===== config.mk =====
export PLATFORM = sky130hd
export DESIGN_NAME = cavlc_level_encoder
export DESIGN_NICKNAME = d
export VERILOG_FILES = /design/src/rtl/cavlc_level_encoder.sv
export SDC_FILE = /design/constraint.sdc
export NUM_CORES = 1
export LEC_CHECK = 0
export ABC_AREA = 1
export CORE_ASPECT_RATIO = 1.75
export CORE_MARGIN = 2
export CORE_UTILIZATION = 42
export CTS_BUF_LIST = sky130_fd_sc_hd__clkbuf_4 sky130_fd_sc_hd__clkbuf_8
export DETAILED_ROUTE_END_ITERATION = 8
export GPL_TIMING_DRIVEN = 1
export SKIP_LAST_GASP = 1
export SYNTH_ARGS = -nofsm -noshare
export SYNTH_HDL_FRONTEND = slang
export SYNTH_SLANG_ARGS = --single-unit

===== constraint.sdc =====
create_clock -name Clk -period 5.6 [get_ports Clk]
set_input_delay 1.12 -clock Clk [delete_from_list [all_inputs] [get_ports Clk]]
set_output_delay 1.12 -clock Clk [all_outputs]
set_load 0.005 [all_outputs]

===== src/rtl/cavlc_level_encoder.sv =====
// CAVLC level encoder: signed 4x4-block levels to level_prefix/level_suffix codewords.
// Optional escape-overflow detection is built when CAVLC_LVL_ESC_CHK_EN is defined.
module cavlc_level_encoder #(
  parameter int LEVEL_W = 13,
  parameter int CW_W    = 28
) (
  input  logic                      Clk,
  input  logic                      nReset,
  input  logic                      InValid,
  output logic                      InReady,
  input  logic signed [LEVEL_W-1:0] Level,
  input  logic                      TrailingOneMode,
  input  logic                      BlkStart,
  input  logic [4:0]                TotalCoeff,
  input  logic [1:0]                TrailingOnes,
  output logic                      OutValid,
  input  logic                      OutReady,
  output logic [CW_W-1:0]           CodeWord,
  output logic [4:0]                CodeLen,
  output logic                      Err
);

  localparam int LC_W = 15;
`ifdef CAVLC_LVL_ESC_CHK_EN
  localparam int ESC_W = LC_W;
`else
  localparam int ESC_W = 12;
`endif

  function automatic logic [LC_W-1:0] level_code(input logic signed [LEVEL_W-1:0] lvl);
    logic signed [LC_W-1:0] x;
    logic signed [LC_W-1:0] y;
    x = LC_W'(lvl);
    y = x <<< 1;
    return lvl[LEVEL_W-1] ? $unsigned(-y - 15'sd1) : $unsigned(y - 15'sd2);
  endfunction

  function automatic logic [LEVEL_W-1:0] abs_level(input logic signed [LEVEL_W-1:0] lvl);
    return lvl[LEVEL_W-1] ? $unsigned(-lvl) : $unsigned(lvl);
  endfunction

`ifdef CAVLC_LVL_ESC_CHK_EN
  function automatic logic [11:0] sat12(input logic [ESC_W-1:0] v);
    return (v > ESC_W'(4095)) ? 12'hFFF : v[11:0];
  endfunction
`endif

  logic                 vld_p1;
  logic [LC_W-1:0]      lc_p1;
  logic [LEVEL_W-1:0]   abs_p1;
  logic                 neg_p1;
  logic                 t1m_p1;
  logic                 bs_p1;
  logic [4:0]           tc_p1;
  logic [1:0]           t1s_p1;

  logic [2:0]           suffix_len;
  logic                 first_non_t1;
  logic [1:0]           t1s_blk;

  logic                 s2_adv;
  logic                 acc;

  assign s2_adv  = !OutValid || OutReady;
  assign InReady = !vld_p1 || s2_adv;
  assign acc     = InValid && InReady;

  // Stage 1: level code and control capture
  always_ff @(posedge Clk or negedge nReset) begin
    if (!nReset) begin
      vld_p1 <= 1'b0;
    end else if (InReady) begin
      vld_p1 <= InValid;
    end
  end

  always_ff @(posedge Clk) begin
    if (acc) begin
      lc_p1  <= level_code(Level);
      abs_p1 <= abs_level(Level);
      neg_p1 <= Level[LEVEL_W-1];
      t1m_p1 <= TrailingOneMode;
      bs_p1  <= BlkStart;
      tc_p1  <= TotalCoeff;
      t1s_p1 <= TrailingOnes;
    end
  end

  logic [2:0]       sl_cur, sl_nxt;
  logic             first_cur, first_nxt;
  logic [1:0]       t1s_cur;
  logic [LC_W-1:0]  lc;
  logic [LC_W-1:0]  thr;
  logic [ESC_W-1:0] esc;
  logic             is_esc;
  logic [4:0]       prefix;
  logic [3:0]       sufsize;
  logic [11:0]      suffix;
  logic [CW_W-1:0]  cw_n;
  logic [4:0]       len_n;
  logic             err_n;

  always_comb begin
    sl_cur    = suffix_len;
    first_cur = first_non_t1;
    t1s_cur   = t1s_blk;
    if (bs_p1) begin
      sl_cur    = (tc_p1 > 5'd10 && t1s_p1 != 2'd3) ? 3'd1 : 3'd0;
      first_cur = 1'b1;
      t1s_cur   = t1s_p1;
    end
    lc        = lc_p1;
    thr       = '0;
    esc       = '0;
    is_esc    = 1'b0;
    prefix    = '0;
    sufsize   = '0;
    suffix    = '0;
    cw_n      = '0;
    len_n     = '0;
    err_n     = 1'b0;
    sl_nxt    = sl_cur;
    first_nxt = first_cur;

    if (t1m_p1) begin
      cw_n  = CW_W'(neg_p1);
      len_n = 5'd1;
    end else begin
      // A first non-T1 level cannot be +-1 when fewer than three trailing ones exist
      if (first_cur && t1s_cur != 2'd3)
        lc = lc - 15'd2;
      first_nxt = 1'b0;

      if (sl_cur == 3'd0) begin
        if (lc < 15'd14) begin
          prefix = lc[4:0];
        end else if (lc < 15'd30) begin
          prefix  = 5'd14;
          sufsize = 4'd4;
          suffix  = 12'(lc - 15'd14);
        end else begin
          prefix  = 5'd15;
          sufsize = 4'd12;
          is_esc  = 1'b1;
          esc     = ESC_W'(lc - 15'd30);
        end
      end else begin
        thr = 15'd15 << sl_cur;
        if (lc < thr) begin
          prefix  = 5'(lc >> sl_cur);
          sufsize = {1'b0, sl_cur};
          suffix  = 12'(lc & ((15'd1 << sl_cur) - 15'd1));
        end else begin
          prefix  = 5'd15;
          sufsize = 4'd12;
          is_esc  = 1'b1;
          esc     = ESC_W'(lc - thr);
        end
      end

      if (is_esc) begin
`ifdef CAVLC_LVL_ESC_CHK_EN
        err_n  = esc > ESC_W'(4095);
        suffix = sat12(esc);
`else
        suffix = esc;
`endif
      end

      // Prefix zeros are implicit leading zeros ahead of the marker bit
      cw_n  = (CW_W'(1) << sufsize) | CW_W'(suffix);
      len_n = prefix + 5'd1 + 5'(sufsize);

      if (sl_nxt == 3'd0)
        sl_nxt = 3'd1;
      if (sl_nxt < 3'd6 && abs_p1 > (LEVEL_W'(3) << (sl_nxt - 3'd1)))
        sl_nxt = sl_nxt + 3'd1;
    end
  end

  // Stage 2: codeword register and block state
  always_ff @(posedge Clk or negedge nReset) begin
    if (!nReset) begin
      OutValid     <= 1'b0;
      CodeWord     <= '0;
      CodeLen      <= '0;
`ifdef CAVLC_LVL_ESC_CHK_EN
      Err          <= 1'b0;
`endif
      suffix_len   <= '0;
      first_non_t1 <= 1'b0;
      t1s_blk      <= '0;
    end else if (s2_adv) begin
      OutValid <= vld_p1;
      if (vld_p1) begin
        CodeWord     <= cw_n;
        CodeLen      <= len_n;
`ifdef CAVLC_LVL_ESC_CHK_EN
        Err          <= err_n;
`endif
        suffix_len   <= sl_nxt;
        first_non_t1 <= first_nxt;
        t1s_blk      <= t1s_cur;
      end
    end
  end

`ifndef CAVLC_LVL_ESC_CHK_EN
  assign Err = 1'b0;
`endif

endmodule


* After elaboration in Yosys (flattened, before gate mapping)
Index checks and enable logic that the tools add are counted. Widths: inputs -> output; s select.
Storage, ports and cells: register bits after elaboration 79, word-level logic and storage cells 93
Operators by class: bitwise gates (word level) 2, shifts and indexed selects 5, eq/ne operators 2, reduce and logical (&&, ||, !) cells 10, add/sub/neg operators 13, muxes and demuxes 40, order comparisons 6
Operator list (number):
- $mux 12 | 11
- $mux 15 | 3
- $sub 15x2->15 const B | 2
- $mux 28 | 1
- $or 28x12->28 | 1
- $shl 1x4->28 const A | 1
- $mux 5 | 5
- $mux 4 | 5
- $lt 15x15->1 | 1
- $lt 15x4->1 const B | 1
- $lt 15x5->1 const B | 1
- $mux 3 | 5
- $neg 14->15 | 1
- $shl 4x3->15 const A | 1
- $shr 15x3->5 | 1
- $sub 14x3->15 const B | 1
- $gt 13x13->1 | 1
- $neg 13->13 | 1
- $shl 2x3->13 const A | 1
- $and 12x12->12 | 1
- $shl 1x3->12 const A | 1
- $sub 12x1->12 const B | 1
- $sub 12x12->12 | 1
- $sub 12x4->12 const B | 1
- other kinds (15) | 29

* Longest topological paths before layout
depth in word-level cells 14, gate-level depth with buffers 31, mapped depth without buffers 29

* Worst setup path after synthesis
No wires, ideal clock.
path type register to register, start register bs_p1, end register CodeLen[4], cell stages (with the launch flop) 29, period minus slack after synthesis 4.181 ns, arrival time 4.060 ns, required time 5.479 ns, path slack 1.419 ns, buffers on the path 2, setup time 0.121 ns, path through edfxtp_1 -> buf_6 -> inv_4 -> nand2_2 -> nand2_2 -> nand2_2 -> nand2_4 -> buf_4 -> xor2_1 -> inv_1 -> ha_1 -> a21oi_1 -> nor2_1 -> a211oi_1 -> nand3_1 -> nand3_1 -> nand2_2 -> nor2_2 -> inv_1 -> o21ai_0 -> ha_1 -> inv_1 -> fa_1 -> a21oi_1 -> nor2_1 -> nor2_1 -> nand2_1 -> nand2_1 -> o21ai_1
Between the ends: cells in the longest elaborated chain, start to end 13, elaborated cells on any way between the ends 26
Ends and longest elaborated chain:
- from (decl) | line 53 | logic bs_p1;
- from (signal assigned) | line 83 | bs_p1 <= BlkStart;
- $mux 2 | line 107 | if (bs_p1) begin
- $ne 2x2->1 | line 130 | if (first_cur && t1s_cur != 2'd3)
- $logic_and 1x1->1 | line 130
- $mux 15 | line 130
- $mux 15 | line 125 | if (t1m_p1) begin
- $lt 15x5->1 | line 137 | end else if (lc < 15'd30) begin
- $mux 1 | line 137
- $mux 5 | line 135 | if (lc < 15'd14) begin
- $mux 5 | line 134 | if (sl_cur == 3'd0) begin
- $mux 5 | line 125
- $add 5x1->5 | line 172 | len_n = prefix + 5'd1 + 5'(sufsize);
- $add 5x4->5 (*) | line 172
- $mux 5 (*) | line 125
- to (signal assigned) | line 197 | CodeLen <= len_n;
- to (decl) | line 19 | output logic [4:0] CodeLen,
Mark *: on every way between the ends. The rest lies on a longest branch, timed or not. The select of a mux whose other input is x is not followed. A chain may end at the register's enable or synchronous reset.

* Worst setup path in the final report
Same ends and word-level chain as after synthesis.

==> flow_metrics.tcl <==
set metrics [dict create \
    status "completed" \
    synth-xor-area-share_pct 6.48 \
    critPathLaunchType "flip-flop" \
    crit_top_cell "nand2_1" \
    postRouteAntennaNets 0 \
    clockBufferDepth 2 \
    ctsHoldBuffers 0 \
    cts-resized-gates 0 \
    critPathArrivalTime_ns 5.02 \
    first_pass_iters 5 \
    netlist_instances 740 \
    crit_type "flip-flop to flip-flop" \
    clk_latency_ns 0.37 \
    required_ns 5.85 \
    antenna_cells 0 \
    synth_cell_type_count 49 \
    grt_usage_pct 24.2 \
    synth_top_area_share_pct 20.6 \
    r2r_slack_ns 0.83 \
    final_nets 860 \
    synth-seq-cells 67 \
    viasPerCell 5.23 \
    synth_top_family_by_area "simple AND/OR/NAND/NOR gates" \
    ctsRootBufferMaster "clkbuf_8" \
    drive_gt1_share_pct 9.48 \
    p_per_area_nw_per_um2 395 \
    peakVddDrop_mv 0.152 \
    die_area_um2 14200 \
    drv_cap 0 \
    synth_most_common_cell "nand2_1" \
    cts_tree "built" \
    multi_input_area_um2 3160 \
    finalSetupViolations 0 \
    tightest_slew_ns 0.840 \
    synth-main-ff-cell "edfxtp_1" \
    slowest_delay_ns 0.51 \
    synthSimpleGateAreaFrac_pct 30.4 \
    clk_pin_slew_ns 0.08 \
    hp-class "flip-flop to flip-flop" \
    synth_edf_count 38 \
    hold_viol 0 \
    end_kind "flip-flop" \
    yosys_warnings 0 \
    drt_iter0_markers 356 \
    muxShareOfSynthArea_pct 0 \
    crit_path_top_delay_cell "edfxtp_1" \
    first_global_vias 5234 \
    synth-compound-area-share_pct 10.6 \
    fp.dieH_um 156 \
    fmax_ghz 0.210 \
    synth_area_leaders "edfxtp_1 21%, dfrtp_1 13%, nand2_1 13%" \
    place_area_um2 6200 \
    die_x_um 90.9 \
    core_area_um2 12900 \
    port_buffers 48 \
    wire_per_inst_um 16.8 \
    regArea_um2 1870 \
    fin_tns_setup_ns 0 \
    fin_crit_ns 4.77 \
    nFillCells 1339 \
    synth_area_um2 5550 \
    synthAdderAreaFrac_pct 8.62 \
    ios 62 \
    wl_um 16400 \
    gp_congestion 0.952 \
    rows 55 \
    synth_seq_area_share_pct 33.7 \
    dp_hpwl_um 13600 \
    cts_setup_buffers 0 \
    power.leakage_nw 3.00 \
    area_growth_pct 15.8 \
    crit_fanout 9 \
    initial_core_util_pct 42.9 \
    numCtsBuffers 9 \
    drc 0 \
    antenna_found_initial 0 \
    async_reset_ff_share_pct 43.3 \
    slew_headroom_pct 43.8 \
    post-route-period-util_pct 85.1 \
    grt_max_degree 39 \
    synthTopCellsByCount "185 x nand2_1, 94 x inv_1, 68 x nor2_1, 46 x nand3_1, 38 x edfxtp_1" \
    grt_pass1_wl_um 26500 \
    final_cell_area_um2 6420 \
    cts.sinks 67 \
    synth_area_per_cell_um2 7.49 \
    cts_max_level 3 \
    skew_ns 0.00996 \
    overflow 0 \
    slew_viol_final 0 \
    num_vias 5084 \
    rsz0062_at_grt "no" \
    synth.largest_area_cell "edfxtp_1" \
]
-- cells in the final DEF (no fill, tap or decap), types with 2 or more instances in the layout --
| master | count |
|---|---|
| edfxtp_1 | 38 |
| nor2_1 | 68 |
| a31oi_1 | 4 |
| o22ai_1 | 11 |
| nand4_1 | 13 |
| o211ai_1 | 5 |
| bufinv_16 | 2 |
| nand3b_1 | 3 |
| a22o_1 | 2 |
| buf_4 | 11 |
| nand3_2 | 3 |
| nand2_1 | 185 |
| xor2_1 | 35 |
| nor2_4 | 4 |
| conb_1 | 13 |
| nor4_1 | 2 |
| a21oi_1 | 28 |
| fa_1 | 2 |
| o21ai_0 | 30 |
| inv_6 | 4 |
| inv_4 | 2 |
| o21ai_1 | 7 |
| nor3_1 | 10 |
| clkbuf_8 | 9 |
| inv_2 | 3 |
| nand2_2 | 14 |
| ha_1 | 35 |
| inv_1 | 94 |
| clkdlybuf4s50_1 | 48 |
| nor2_2 | 11 |
| nand2_4 | 5 |
| xnor2_1 | 6 |
| clkinv_1 | 3 |
| o32ai_1 | 2 |
| dfrtp_1 | 29 |
| nand3_1 | 46 |
-- per-layer routing --
metal  part of all wire, %  GRT usage (%)  vias up
met5                     0              0        -
met3                   4.0           4.15       70
met2                    55           46.2      168
met4                   7.8           18.1        0
li1                      -              -     2514
met1                    33           22.6     2332
-- metrics by stage --
| stage | power (mW) | worst slack [ns] | hold WS, ns | instances | utilization [%] |
|---|---|---|---|---|---|
| floorplan | 1.60 | 1.42 | 0.453 | 752 | - |
| global route | 2.72 | 0.376 | 0.515 | 973 | 49.7 |
| global placement | 2.04 | 1.00 | 0.462 | 957 | 47.9 |
| finish | 2.54 | 0.834 | 0.486 | 973 | 49.7 |
| CTS | 2.54 | 0.895 | 0.489 | 973 | 49.7 |
| detailed placement | 2.06 | 0.897 | 0.470 | 957 | 47.9 |
-- critical path, delay by kind of cell (launching register included) --
family	cells	cell delay, ns
AND/OR/NAND/NOR	14	1.81
adder cells (fa/ha/maj)	3	0.97
flip-flops	1	0.51
AO/OA/AOI/OAI	5	0.81
buffers and inverters	4	0.55
-- final timing paths --
path / from / depth (start not counted) / endpoint
min reg2reg: CodeWord[12] / 2 / CodeWord[12]
max reg2reg: bs_p1 / 26 / CodeLen[4]
max in group asynchronous: nReset / 2 / t1s_blk[0]
max: bs_p1 / 26 / CodeLen[4]
min: CodeWord[12] / 2 / CodeWord[12]
min in group asynchronous: nReset / 2 / CodeWord[13]
-- sequential cells by signal, indices dropped and copies added, names as in the netlist --
| signal | cells |
|---|---|
| neg_p1 | 1 |
| CodeWord | 16 |
| t1s_p1 | 2 |
| vld_p1 | 1 |
| CodeLen | 5 |
| bs_p1 | 1 |
| lc_p1 | 15 |
| suffix_len | 3 |
| t1m_p1 | 1 |
| t1s_blk | 2 |
| abs_p1 | 13 |
| tc_p1 | 5 |
| OutValid | 1 |
| first_non_t1 | 1 |
-- cell families (layout without fill, tap and decap cells) --
family	after synthesis	after routing
AND/OR/NAND/NOR	367	367
buffers and inverters	128	178
AO/OA/AOI/OAI	99	99
flip-flops	67	67
XOR/XNOR	41	41
adder cells (fa/ha/maj)	37	37
other	1	13
-- final cells by class --
cell class                      count  share of cell area (%)
Sequential cell                    67                    29.1
Timing Repair Buffer               59                    8.77
Multi-Input combinational cell    557                    49.1
Tap cell                          171                    3.33
Inverter                          103                    6.17
Clock inverter                      6                    1.48
Clock buffer                       10                    2.05
-- report_power, final --
group / internal (mW) / switching [mW]
Combinational: 0.515 / 0.862
Sequential: 0.624 / 0.0611
Clock: 0.261 / 0.214
Total: 1.40 / 1.14
No activity file was read; power rests on OpenSTA's default activity.
